==> src/rtl/imem_prog_store_if.sv <==
// rtl/imem_prog_store_if.sv - loader, clear and fetch bus for the program store
interface imem_prog_store_if #(
  parameter int INST_W = 9,
  parameter int PC_W   = 8,
  parameter int SEL_W  = 2
);
  logic              clr;
  logic              ld_start;
  logic [SEL_W-1:0]  ld_slot;
  logic              ld_valid;
  logic [INST_W-1:0] ld_data;
  logic              ld_last;
  logic              ld_ready;
  logic              ld_err;
  logic              fetch_en;
  logic [SEL_W-1:0]  prog_sel;
  logic [PC_W-1:0]   PC;
  logic              fetch_rdy;
  logic [INST_W-1:0] inst;
  logic              inst_vld;

  modport master (
    output clr, ld_start, ld_slot, ld_valid, ld_data, ld_last, fetch_en, prog_sel, PC,
    input  ld_ready, ld_err, fetch_rdy, inst, inst_vld
  );

  modport slave (
    input  clr, ld_start, ld_slot, ld_valid, ld_data, ld_last, fetch_en, prog_sel, PC,
    output ld_ready, ld_err, fetch_rdy, inst, inst_vld
  );
endinterface

==> src/rtl/imem_prog_store.sv <==
// rtl/imem_prog_store.sv - writable multi-slot instruction memory with streaming loader
module imem_prog_store #(
  parameter int                INST_W  = 9,
  parameter int                PC_W    = 8,
  parameter int                ADDR_W  = 8,
  parameter int                NPROG   = 4,
  parameter logic [INST_W-1:0] HALT_OP = '1
) (
  input logic              CLK,
  input logic              reset_n,
  imem_prog_store_if.slave bus
);
  localparam int SEL_W = (NPROG > 1) ? $clog2(NPROG) : 1;

  typedef enum logic {IDLE = 1'b0, LOAD = 1'b1} state_t;

  state_t            state, state_nxt;
  logic [INST_W-1:0] mem [2**ADDR_W];
  logic [ADDR_W:0]   fill_ptr;
  logic [NPROG-1:0]  slot_vld;
  logic [ADDR_W-1:0] base [NPROG];
  logic [PC_W:0]     len  [NPROG];
  logic [SEL_W-1:0]  cur_slot;

  logic              full;
  logic              beat;
  logic              len_sat;
  logic              mem_we;
  logic              fetch_hit;
  logic [ADDR_W-1:0] fetch_addr;

  // fill_ptr carries one extra bit so "array full" is distinguishable from address 0
  assign full       = fill_ptr[ADDR_W];
  assign beat       = bus.ld_valid && bus.ld_ready;
  assign len_sat    = len[cur_slot][PC_W];
  assign mem_we     = beat && !len_sat && !bus.clr;
  assign fetch_addr = base[bus.prog_sel] + ADDR_W'(bus.PC);
  assign fetch_hit  = slot_vld[bus.prog_sel] && ({1'b0, bus.PC} < len[bus.prog_sel]);

  always_ff @(posedge CLK or negedge reset_n) begin
    if (!reset_n) begin
      state <= IDLE;
    end else begin
      state <= state_nxt;
    end
  end

  always_comb begin
    state_nxt = state;
    if (bus.clr) begin
      state_nxt = IDLE;
    end else begin
      case (state)
        IDLE: if (bus.ld_start) state_nxt = LOAD;
        LOAD: begin
          if (beat && bus.ld_last)          state_nxt = IDLE;
          else if (bus.ld_valid && full)    state_nxt = IDLE;
        end
        default: state_nxt = IDLE;
      endcase
    end
  end

  always_comb begin
    bus.ld_ready  = 1'b0;
    bus.fetch_rdy = 1'b0;
    case (state)
      IDLE:    bus.fetch_rdy = 1'b1;
      LOAD:    bus.ld_ready  = !full;
      default: bus.fetch_rdy = 1'b0;
    endcase
  end

  always_ff @(posedge CLK or negedge reset_n) begin
    if (!reset_n) begin
      fill_ptr     <= '0;
      slot_vld     <= '0;
      cur_slot     <= '0;
      bus.ld_err   <= 1'b0;
      bus.inst     <= HALT_OP;
      bus.inst_vld <= 1'b0;
      for (int i = 0; i < NPROG; i++) begin
        base[i] <= '0;
        len[i]  <= '0;
      end
    end else if (bus.clr) begin
      fill_ptr     <= '0;
      slot_vld     <= '0;
      bus.inst_vld <= 1'b0;
    end else begin
      bus.inst_vld <= 1'b0;
      case (state)
        IDLE: begin
          // a fetch issued alongside ld_start sees the slot table before it is cleared
          if (bus.fetch_en) begin
            bus.inst_vld <= 1'b1;
            bus.inst     <= fetch_hit ? mem[fetch_addr] : HALT_OP;
          end
          if (bus.ld_start) begin
            cur_slot               <= bus.ld_slot;
            slot_vld[bus.ld_slot]  <= 1'b0;
            base[bus.ld_slot]      <= fill_ptr[ADDR_W-1:0];
            len[bus.ld_slot]       <= '0;
          end
        end
        LOAD: begin
          if (beat) begin
            if (!len_sat) begin
              fill_ptr       <= fill_ptr + 1'b1;
              len[cur_slot]  <= len[cur_slot] + 1'b1;
            end
            if (bus.ld_last) slot_vld[cur_slot] <= 1'b1;
          end else if (bus.ld_valid && full) begin
            bus.ld_err <= 1'b1;
          end
        end
        default: ;
      endcase
    end
  end

  always_ff @(posedge CLK) begin
    if (mem_we) mem[fill_ptr[ADDR_W-1:0]] <= bus.ld_data;
  end
endmodule

==> src/flat_wrapper.sv <==
// flat-port wrapper written by rule: the top's interface ports become plain ports
module imem_prog_store_flat 
#(
  parameter int                INST_W  = 9,
  parameter int                PC_W    = 8,
  parameter int                ADDR_W  = 8,
  parameter int                NPROG   = 4,
  parameter logic [INST_W-1:0] HALT_OP = '1
)
  (CLK, reset_n, bus_clr, bus_ld_start, bus_ld_slot, bus_ld_valid, bus_ld_data, bus_ld_last, bus_fetch_en, bus_prog_sel, bus_PC, bus_ld_ready, bus_ld_err, bus_fetch_rdy, bus_inst, bus_inst_vld);
  imem_prog_store_if #(.INST_W(INST_W), .PC_W(PC_W), .SEL_W(2)) bus_i ();
  input logic CLK;
  input logic reset_n;
  input wire logic [$bits(bus_i.clr)-1:0] bus_clr;
  input wire logic [$bits(bus_i.ld_start)-1:0] bus_ld_start;
  input wire logic [$bits(bus_i.ld_slot)-1:0] bus_ld_slot;
  input wire logic [$bits(bus_i.ld_valid)-1:0] bus_ld_valid;
  input wire logic [$bits(bus_i.ld_data)-1:0] bus_ld_data;
  input wire logic [$bits(bus_i.ld_last)-1:0] bus_ld_last;
  input wire logic [$bits(bus_i.fetch_en)-1:0] bus_fetch_en;
  input wire logic [$bits(bus_i.prog_sel)-1:0] bus_prog_sel;
  input wire logic [$bits(bus_i.PC)-1:0] bus_PC;
  output wire logic [$bits(bus_i.ld_ready)-1:0] bus_ld_ready;
  output wire logic [$bits(bus_i.ld_err)-1:0] bus_ld_err;
  output wire logic [$bits(bus_i.fetch_rdy)-1:0] bus_fetch_rdy;
  output wire logic [$bits(bus_i.inst)-1:0] bus_inst;
  output wire logic [$bits(bus_i.inst_vld)-1:0] bus_inst_vld;
  assign bus_i.clr = bus_clr;
  assign bus_i.ld_start = bus_ld_start;
  assign bus_i.ld_slot = bus_ld_slot;
  assign bus_i.ld_valid = bus_ld_valid;
  assign bus_i.ld_data = bus_ld_data;
  assign bus_i.ld_last = bus_ld_last;
  assign bus_i.fetch_en = bus_fetch_en;
  assign bus_i.prog_sel = bus_prog_sel;
  assign bus_i.PC = bus_PC;
  assign bus_ld_ready = bus_i.ld_ready;
  assign bus_ld_err = bus_i.ld_err;
  assign bus_fetch_rdy = bus_i.fetch_rdy;
  assign bus_inst = bus_i.inst;
  assign bus_inst_vld = bus_i.inst_vld;
  imem_prog_store #(.INST_W(INST_W), .PC_W(PC_W), .ADDR_W(ADDR_W), .NPROG(NPROG), .HALT_OP(HALT_OP)) u_core (.CLK(CLK), .reset_n(reset_n), .bus(bus_i));
endmodule
==> config.mk <==
export PLATFORM = sky130hd
export DESIGN_NAME = imem_prog_store_flat
export DESIGN_NICKNAME = d
export VERILOG_FILES = /design/src/rtl/imem_prog_store_if.sv /design/src/rtl/imem_prog_store.sv /design/src/flat_wrapper.sv
export SDC_FILE = /design/constraint.sdc
export NUM_CORES = 2
export LEC_CHECK = 0
export ABC_AREA = 0
export CAP_MARGIN = 20
export CORE_ASPECT_RATIO = 0.9
export CORE_UTILIZATION = 40
export CTS_CLUSTER_SIZE = 16
export DETAILED_ROUTE_END_ITERATION = 8
export DONT_BUFFER_PORTS = 1
export PLACE_DENSITY = 0.53
export REMOVE_ABC_BUFFERS = 1
export SLEW_MARGIN = 5
export SYNTH_ARGS = -nofsm -noshare
export SYNTH_HDL_FRONTEND = slang
export SYNTH_SLANG_ARGS = --single-unit
==> constraint.sdc <==
create_clock -name CLK -period 7.3 [get_ports CLK]
set_input_delay 0.73 -clock CLK [delete_from_list [all_inputs] [get_ports CLK]]
set_output_delay 0.73 -clock CLK [all_outputs]
set_load 0.1 [all_outputs]
* After elaboration in Yosys (flattened, before gate mapping)
Memories as Yosys holds them, arrays and structs flattened.
Cells that the tools add are included.
** Word-level totals
- Register bits after elaboration :: 95
- Memory bits (writable) :: 2304
- Logic and storage cells :: 118
- Memories :: 1
** Cells by class
- Add/sub/neg operators :: 3
- Order comparisons :: 11
- Equality and inequality tests :: 7
- Mux-type cells :: 49
- Bitwise logic cells :: 11
- Reductions and logical operators :: 21
** Memory list
- u_core.mem :: words 256, bits a word 9, rd ports 1, clocked after memory_dff 0, write ports 1, RTL line imem_prog_store.sv:18 : logic [INST_W-1:0] mem [2**ADDR_W];
** Operators with widths (number)
- 36-bit two-way mux :: 3
- 9-bit two-way mux :: 11
- 36-bit case mux with 2 select lines :: 1
- 36-bit bitwise AND :: 1
- 9-bit binary-select mux with 2-bit select :: 2
- 36-bit bitwise mux :: 1
- 9-bit demux with 2-bit select :: 2
- 36-bit inverter :: 1
- 32-bit bitwise mux :: 1
- 8-bit two-way mux :: 3
- 9-bit by 1-bit adder with 9-bit output, second input constant :: 2
- 8-bit binary-select mux with 2-bit select :: 1
- 8-bit demux with 2-bit select :: 1
- 4-bit two-way mux :: 4
- 1-bit two-way mux :: 14
- 3-bit AND reduction :: 4
- 1-bit logical AND :: 10
- 3-bit greater-or-equal comparator, second input constant :: 3
- 2-bit by 3-bit < comparator with 1-bit output, second input constant :: 3
- 8-bit by 9-bit < comparator with 1-bit output :: 1
- 3-bit != test, second input constant :: 3
- 2-bit inverter with 3-bit output :: 3
- 8-bit adder :: 1
- 2-bit != test, second input constant :: 4
- 13 further kinds :: 22

* Depth between registers and ports, before layout
- Word-level depth :: 9
- Mapped depth :: 18
- Gate-level depth less buffers :: 12

* Least setup slack after synthesis
Ideal clock, no wire load.
- Path kind :: input to register
- Start :: input bus_prog_sel[0]
- End :: register u_core.bus.inst[5]
- Setup time :: 0.087 ns
- Arrival :: 4.743 ns
- Data required time :: 7.213 ns
- Slack :: 2.470 ns
- Cell stages on the path :: 16
- Cell sequence :: buf_2 buf_1 mux4_2 ha_1 inv_1 fa_1 buf_4 buf_4 buf_4 clkbuf_1 mux4_2 mux4_2 nor2_1 a31oi_1 a311oi_1 nor4_2
** On the way
- Word-level cells in the longest chain between the ends :: 7
- Elaborated cells on any way between the ends :: 14
- Classes of those cells :: add/sub (1); order compare (1); mux (9); bitwise (1); reduce/logical (1); memory (1)
** RTL lines
- start: declaration :: RTL line flat_wrapper.sv:21 : input wire logic [$bits(bus_i.prog_sel)-1:0] bus_prog_sel;
- 2-bit inverter with 3-bit output (implied by the code) :: RTL line imem_prog_store.sv:37, imem_prog_store.sv:38
- 8-bit binary-select mux with 2-bit select or 9-bit binary-select mux with 2-bit select (tied branches) :: RTL line imem_prog_store.sv:37, imem_prog_store.sv:38
- 8-bit two-way mux (implied by the code) or 9-bit two-way mux (tied branches) (2 in a row) :: RTL line imem_prog_store.sv:37, imem_prog_store.sv:38
- 8-bit adder or 8-bit by 9-bit < comparator with 1-bit output (tied branches) :: RTL line imem_prog_store.sv:37, imem_prog_store.sv:38
- memory 256 x 9 bit or 1-bit logical AND (tied branches)
- 9-bit two-way mux (*) :: RTL line imem_prog_store.sv:97 : bus.inst <= fetch_hit ? mem[fetch_addr] : HALT_OP;
- end signal: assignment :: RTL line imem_prog_store.sv:97
- end: declaration :: RTL line imem_prog_store_if.sv:29 : output ld_ready, ld_err, fetch_rdy, inst, inst_vld
Every way passes the cells marked *; elsewhere a longest branch is shown, timed or not. The select of a mux whose other input is x is not followed.
A chain may end at the register's enable or synchronous reset.

* Worst setup path in the final report
- Start :: register u_core.base[0] (netlist name)
- End :: register u_core.bus.inst[2]
** On the way
- Word-level cells in the longest chain between the ends :: 6
** RTL lines
- start: declaration :: RTL line imem_prog_store.sv:21 : logic [ADDR_W-1:0] base [NPROG];
- start signal: indexed assignment :: RTL line imem_prog_store.sv:102 : base[bus.ld_slot] <= fill_ptr[ADDR_W-1:0];
- 8-bit binary-select mux with 2-bit select :: RTL line imem_prog_store.sv:37 : assign fetch_addr = base[bus.prog_sel] + ADDR_W'(bus.PC);
- 8-bit two-way mux (implied by the code) (2 in a row) :: RTL line imem_prog_store.sv:37
- 8-bit adder :: RTL line imem_prog_store.sv:37
- memory 256 x 9 bit
- 9-bit two-way mux :: RTL line imem_prog_store.sv:97
No other way between the ends. The select of a mux whose other input is x is not followed.

==> results.md <==
* Final Hold Fails at 0
* Setup Viol. Count Final at 0
* Finished Layout Cells at 8014
* Vias per cell at 5.730
* Clk Latency, worst-skew pair at 0.88 ns
* Largest fanout on the critical path at 24
* Worst path required time at 8.06 ns
* H-tree depth at 4
* Synth Register Bits at 2399
* Synth warn at 0
* Setup crit start kind: flop
* Die Area at 238900 µm²
* Clock transition at path regs at 0.06 ns
* Crit Path Category: reg2reg
* Status: finished, final reports clean
* # IOs at 41
* Placed insts at 7543
* Maximum vdd drop at 0.2658 mV
* Input/output buffers at 0
* Pwr/cell area at 281.8 nW/µm²
* RD Place Congestion at 0.7928
* CP arrival at 6.09 ns
* Asr flop ratio synth at 3.960%
* DRT iter0 DRCs at 4994
* Routed Wire Length at 249300 µm
* CTS tree: built
* GR Overflow Total at 0
* Vias post-DR at 45920
* Worst-case hold slack at 0.05394 ns
* Pre-Repair DR Iteration Count at 6
* Fraction of layout cells with a size suffix above 1 at 25.01%
* Max clock buf depth at 3
* R2R Setup Slk at 1.97 ns
* Most used DFF post-synth: edfxtp_1
* Hold Buf Count CTS at 20
* Crit path capture type: flop
* DPL Wire Length at 136700 µm
* CTS Sinks at 2399
* Most common cell after layout, fill and taps aside: edfxtp_1
* Unrepaired setup endpoints after global routing: false
* Initial Util at 40.24%
* Std cell rows at 169
* Largest net degree at the start of global routing at 257
* Vias in the first global route at 46930
* Worst min path class: in2reg
* Core area at 235600 µm²
* Total Routing Usage GR at 20.88%
* Slew at the pin with the worst max-slew slack at 1.273 ns
* Post-synthesis sequential area ratio at 75.51%
* Max cap viols at 0
* Synthesized instance count at 4561
* Post-CTS setup buffer count at 0
* Area Growth Syn to Fin at 12.20%
* Highest-count cells in the layout ignoring fill and taps: edfxtp_1 (2304), mux4_2 (615), nor2_1 (315), clkbuf_16 (241), nand2_1 (161)
* Fin. max-slew vios at 0
* Fin nets at 4697
* Clock Skews at 0.04709 ns
* Leakage power at 0.03311 µW
* Final Critical Period at 5.329 ns
* TritonCTS buffer count at 236
* Die H at 463.8 µm
* Synthesized area at 94790 µm²
* Period utilisation layout at 73.00%
* Post-synthesis cell type count at 78
* Post-Syn Area per Cell at 20.78 µm²
* Post-synth EDFFs at 2304
* Antenna violation net count after detailed routing at 0
* Post-CTS Resized at 0
* Max Clk Rate at 0.1877 GHz
* First-pass GRT wire length at 355800 µm
* Drt wl/cell at 31.10 µm
* Initial antenna violation count at 3
* Slew headroom at 14.34%
* Fill cells at 19960
* Die Width at 515.1 µm
* Residual DRC count at 0
* CTS root buffer: clkbuf_16
## routing by layer
metal  wire length (µm)  track usage, %  share of wire [%]  vias to the layer above
li1                   -               -                  -                    19170
met1             109000           29.95                 44                    25030
met2             118500           32.73                 48                     1395
met3              15190           3.915                6.1                      325
met4               6527           5.601                2.6                        0
met5                  0               0                  0                        -
## layout make-up
class,count,area [µm²],share of cell area (%)
Sequential cell,2399,71570,67.30
Multi-Input combinational cell,1862,21710,20.42
Clock buffer,303,6374,5.993
Tap cell,3163,3958,3.721
Timing Repair Buffer,130,1420,1.335
Clock inverter,133,1230,1.156
Inverter,20,75.07,0.07059
Antenna cell,4,10.01,0.009412
## flip-flops by register name, indices dropped and copies added (netlist names)
| register | cells |
|---|---|
| u_core.mem | 2304 |
| u_core.len | 36 |
| u_core.base | 32 |
| u_core.bus.inst | 9 |
| u_core.fill_ptr | 9 |
| u_core.slot_vld | 4 |
| u_core.cur_slot | 2 |
| u_core.bus.inst_vld | 1 |
| u_core.bus.ld_err | 1 |
| u_core.state | 1 |
## power breakdown
part           switching [µW]  total [µW]  internal (µW)
sequential               35.5       15100          15100
combinational            1470        2720           1250
clock                    5300       12100           6810
total                    6810       30000          23200
## worst paths after layout
check	from	endpoint	cells after the start
min	bus_ld_data[3]	u_core.mem[217][3]	0
min in group asynchronous	reset_n	u_core.len[20]	2
max reg2reg	u_core.base[0]	u_core.bus.inst[2]	12
max in group asynchronous	reset_n	u_core.bus.inst[7]	2
min reg2reg	u_core.base[16]	u_core.base[16]	2
max	u_core.base[0]	u_core.bus.inst[2]	12
## per-stage QoR
| step | power [µW] | utilization, % | TNS [ns] | area, µm² | worst slack [ns] |
|---|---|---|---|---|---|
| floorplan | 19230 | - | -159.89 | 93180 | -17.78 |
| global placement | 18120 | 41.71 | 0 | 98250 | 1.389 |
| detailed placement | 18110 | 41.74 | 0 | 98330 | 1.529 |
| CTS | 30200 | 45.10 | 0 | 106200 | 1.968 |
| global route | 30820 | 45.15 | 0 | 106300 | 1.798 |
| finish | 29980 | 45.15 | 0 | 106400 | 1.971 |
## synth_stat cells (16+ instances only)
| master | count | area (µm²) |
|---|---|---|
| ha_1 | 19 | 237.7 |
| mux4_2 | 615 | 13850 |
| buf_6 | 32 | 360.4 |
| o311ai_0 | 18 | 157.7 |
| o21ai_0 | 44 | 220.2 |
| o211ai_1 | 19 | 142.6 |
| or4_1 | 16 | 120.1 |
| o22ai_1 | 33 | 206.5 |
| a22o_1 | 17 | 148.9 |
| clkbuf_1 | 112 | 420.4 |
| a2111oi_0 | 72 | 630.6 |
| inv_1 | 19 | 71.32 |
| buf_2 | 69 | 345.3 |
| edfxtp_1 | 2304 | 69190 |
| buf_4 | 58 | 435.4 |
| dfrtp_1 | 86 | 2152 |
| mux2i_1 | 69 | 690.7 |
| nand2_1 | 173 | 649.4 |
| nand3_1 | 122 | 610.6 |
| nor3_1 | 23 | 115.1 |
| and3_1 | 75 | 469.2 |
| nor2_1 | 318 | 1194 |
| mux2_2 | 74 | 833.3 |
## kinds of logic after synthesis
family | after synthesis | share of synthesized area, %
flip-flops | 2399 | 75.51
AND/OR/NAND/NOR | 778 | 3.746
AO/OA/AOI/OAI | 285 | 2.257
adder cells (fa/ha/maj) | 20 | 0.2719
buffers and inverters | 300 | 1.779
XOR/XNOR | 21 | 0.2138
multiplexers | 758 | 16.22
## critical path, cell delays in order (launching register included)
cell	delay, ns
dfrtp_1	0.38
mux4_2	0.50
ha_4	0.18
inv_1	0.07
fa_4	0.72
buf_4	0.32
mux4_2	0.33
and3_1	0.21
a2111oi_0	0.88
or4_1	0.22
o22ai_1	0.17
nor4_1	1.10
nor4_1	0.10
Power figures use the tool's default switching activity.
==> RTL change: new RTL, config.mk and constraints unchanged <==
`PC_W` is set to 8 in 3 places; all go to 12.
--- a/src/rtl/imem_prog_store_if.sv
+++ b/src/rtl/imem_prog_store_if.sv
@@ -3,3 +3,3 @@
   parameter int INST_W = 9,
-  parameter int PC_W   = 8,
+  parameter int PC_W   = 12,
   parameter int SEL_W  = 2
--- a/src/rtl/imem_prog_store.sv
+++ b/src/rtl/imem_prog_store.sv
@@ -3,3 +3,3 @@
   parameter int                INST_W  = 9,
-  parameter int                PC_W    = 8,
+  parameter int                PC_W    = 12,
   parameter int                ADDR_W  = 8,
--- a/src/flat_wrapper.sv
+++ b/src/flat_wrapper.sv
@@ -4,3 +4,3 @@
   parameter int                INST_W  = 9,
-  parameter int                PC_W    = 8,
+  parameter int                PC_W    = 12,
   parameter int                ADDR_W  = 8,
Interface: changed (resized bus_PC); port bits go from 41 to 45. No check against the original RTL was run, so the function may have changed too.
==> RTL change against the unedited design <==
Area after synthesis grew 0.37%; clock skew grew 13 ps; via count rose by 0.69%; sequential cell count up 16; power up 3.5%; wire length hardly changed; first-iteration DRC count shrank 2.8%; worst setup slack better by 190 ps; combinational power increased by 3%; non-clock buffer count up 10; clock power is 7% higher; cell area increased by 1.5%; highest routed layer unchanged.
==> RTL change: results <==
set metrics [dict create \
    status "completed" \
    path_clk_slew_ps 60 \
    gp_congestion 0.809 \
    largest_reg_flops 2304 \
    synth_edf_count 2304 \
    totalWireLength_um 249000 \
    dp_cells 7513 \
    grt_pass1_wl_um 356000 \
    met1_usage 0.318 \
    met2_length_um 113000 \
    grt_max_degree 257 \
    synthArstFlopShare 0.0460 \
    synth_ff_type "edfxtp_1" \
    drive_gt1_frac 0.265 \
    worst_path_max_delay_cell "fa_4" \
    critPathLaunch "u_core.base[8]$_DFFE_PN0P_" \
    layout.nets 4718 \
    wl_per_cell_um 31.1 \
    relSlewSlack 0.153 \
    cts-buffers-inserted 275 \
    dp_hpwl_um 139000 \
    clk_latency_ps 920 \
    peakVddDrop_uv 283 \
    place_area_um2 99200 \
    port_buffers 0 \
    syn_inst 4502 \
    hold_class "primary input to flip-flop" \
    grt_usage 0.208 \
    dr.pass1.iters 8 \
    pre_cts_ws_ps 1800 \
    drt-met1-wl_um 113000 \
    critPathMaxStageDelay_ps 1440 \
    synth_area_leaders "edfxtp_1 (73%), mux4_2 (17%), dfrtp_1 (2.7%), nor2_1 (1.2%), nand2_1 (1.1%)" \
    p_leak_nw 33.8 \
    highest_layer "met4" \
    met3_length_um 17000 \
    synth_commonest_cells "edfxtp_1 (2,304), mux4_2 (714), nor2_1 (308)" \
    grt_antenna_before_repair 13 \
    cts_resized 0 \
    drt_iter0_drc 4852 \
    cp.arrival_ps 5950 \
    vias_per_cell 5.77 \
    clockRootBuffer "clkbuf_16" \
    hp-start "bus_ld_data[8]" \
    yosysWarnings 0 \
    fillers 19700 \
    htreeDepth 5 \
    crit_family "adder cells" \
    cp_max_fo 44 \
    cts_buffer_depth 4 \
    grtUsageMet3 0.0370 \
    use_met2 0.307 \
    ys_seq_area_frac 0.757 \
    grt_pass1_vias 46300 \
    finClkSkew_ps 60.6 \
    synth.distinct_cells 74 \
]
## RTL change: path summary, 6_finish.rpt
path,to,slack (ps),depth (start not counted)
setup reg to reg,u_core.bus.inst[1]$_DFFE_PN1P_,2170,11
hold / removal,u_core.mem[156][8]$_DFFE_PP_,70,0
hold reg to reg,u_core.base[3]$_DFFE_PN0P_,470,2
setup / recovery,u_core.bus.inst[1]$_DFFE_PN1P_,2170,11
max in group asynchronous,u_core.len[31]$_DFFE_PN0P_,6330,2
min in group asynchronous,u_core.len[37]$_DFFE_PN0P_,420,2
## RTL change: where the power goes
| group | leakage [nW] | internal (mW) | switching (mW) | total (mW) |
|---|---|---|---|---|
| logic | 7.53 | 1.33 | 1.48 | 2.81 |
| registers | 22.2 | 15.2 | 0.0330 | 15.2 |
| clock network | 4.06 | 7.60 | 5.39 | 13.0 |
## RTL change: layout make-up
class	count	area, um2	area share
diodes	7	17.5	0.000162
clock buffers	347	7370	0.0683
clock inverters	111	915	0.00847
inverters	24	90.1	0.000834
multi-input cells	1806	22000	0.204
flip-flops and latches	2415	72000	0.667
well taps	3163	3960	0.0367
repair buffers	140	1590	0.0147
## RTL change: what timing repair did
item,4_1_cts,5_1_grt
hold endpoints to repair,422,30
hold buffers,18,3
endpoints found under the setup margin,0,0
setup buffers,0,0
## RTL change: cell families (layout without fill, tap and decap cells)
logic type | Yosys count | after routing | synth area share
flops | 2415 | 2415 | 0.757
simple gates | 775 | 775 | 0.0342
mux | 774 | 774 | 0.176
buf+inv | 281 | 622 | 0.0134
compound gates | 207 | 207 | 0.0144
xor+xnor | 26 | 26 | 0.00247
fa+ha+maj | 24 | 24 | 0.00324
other cells | 0 | 7 | 0
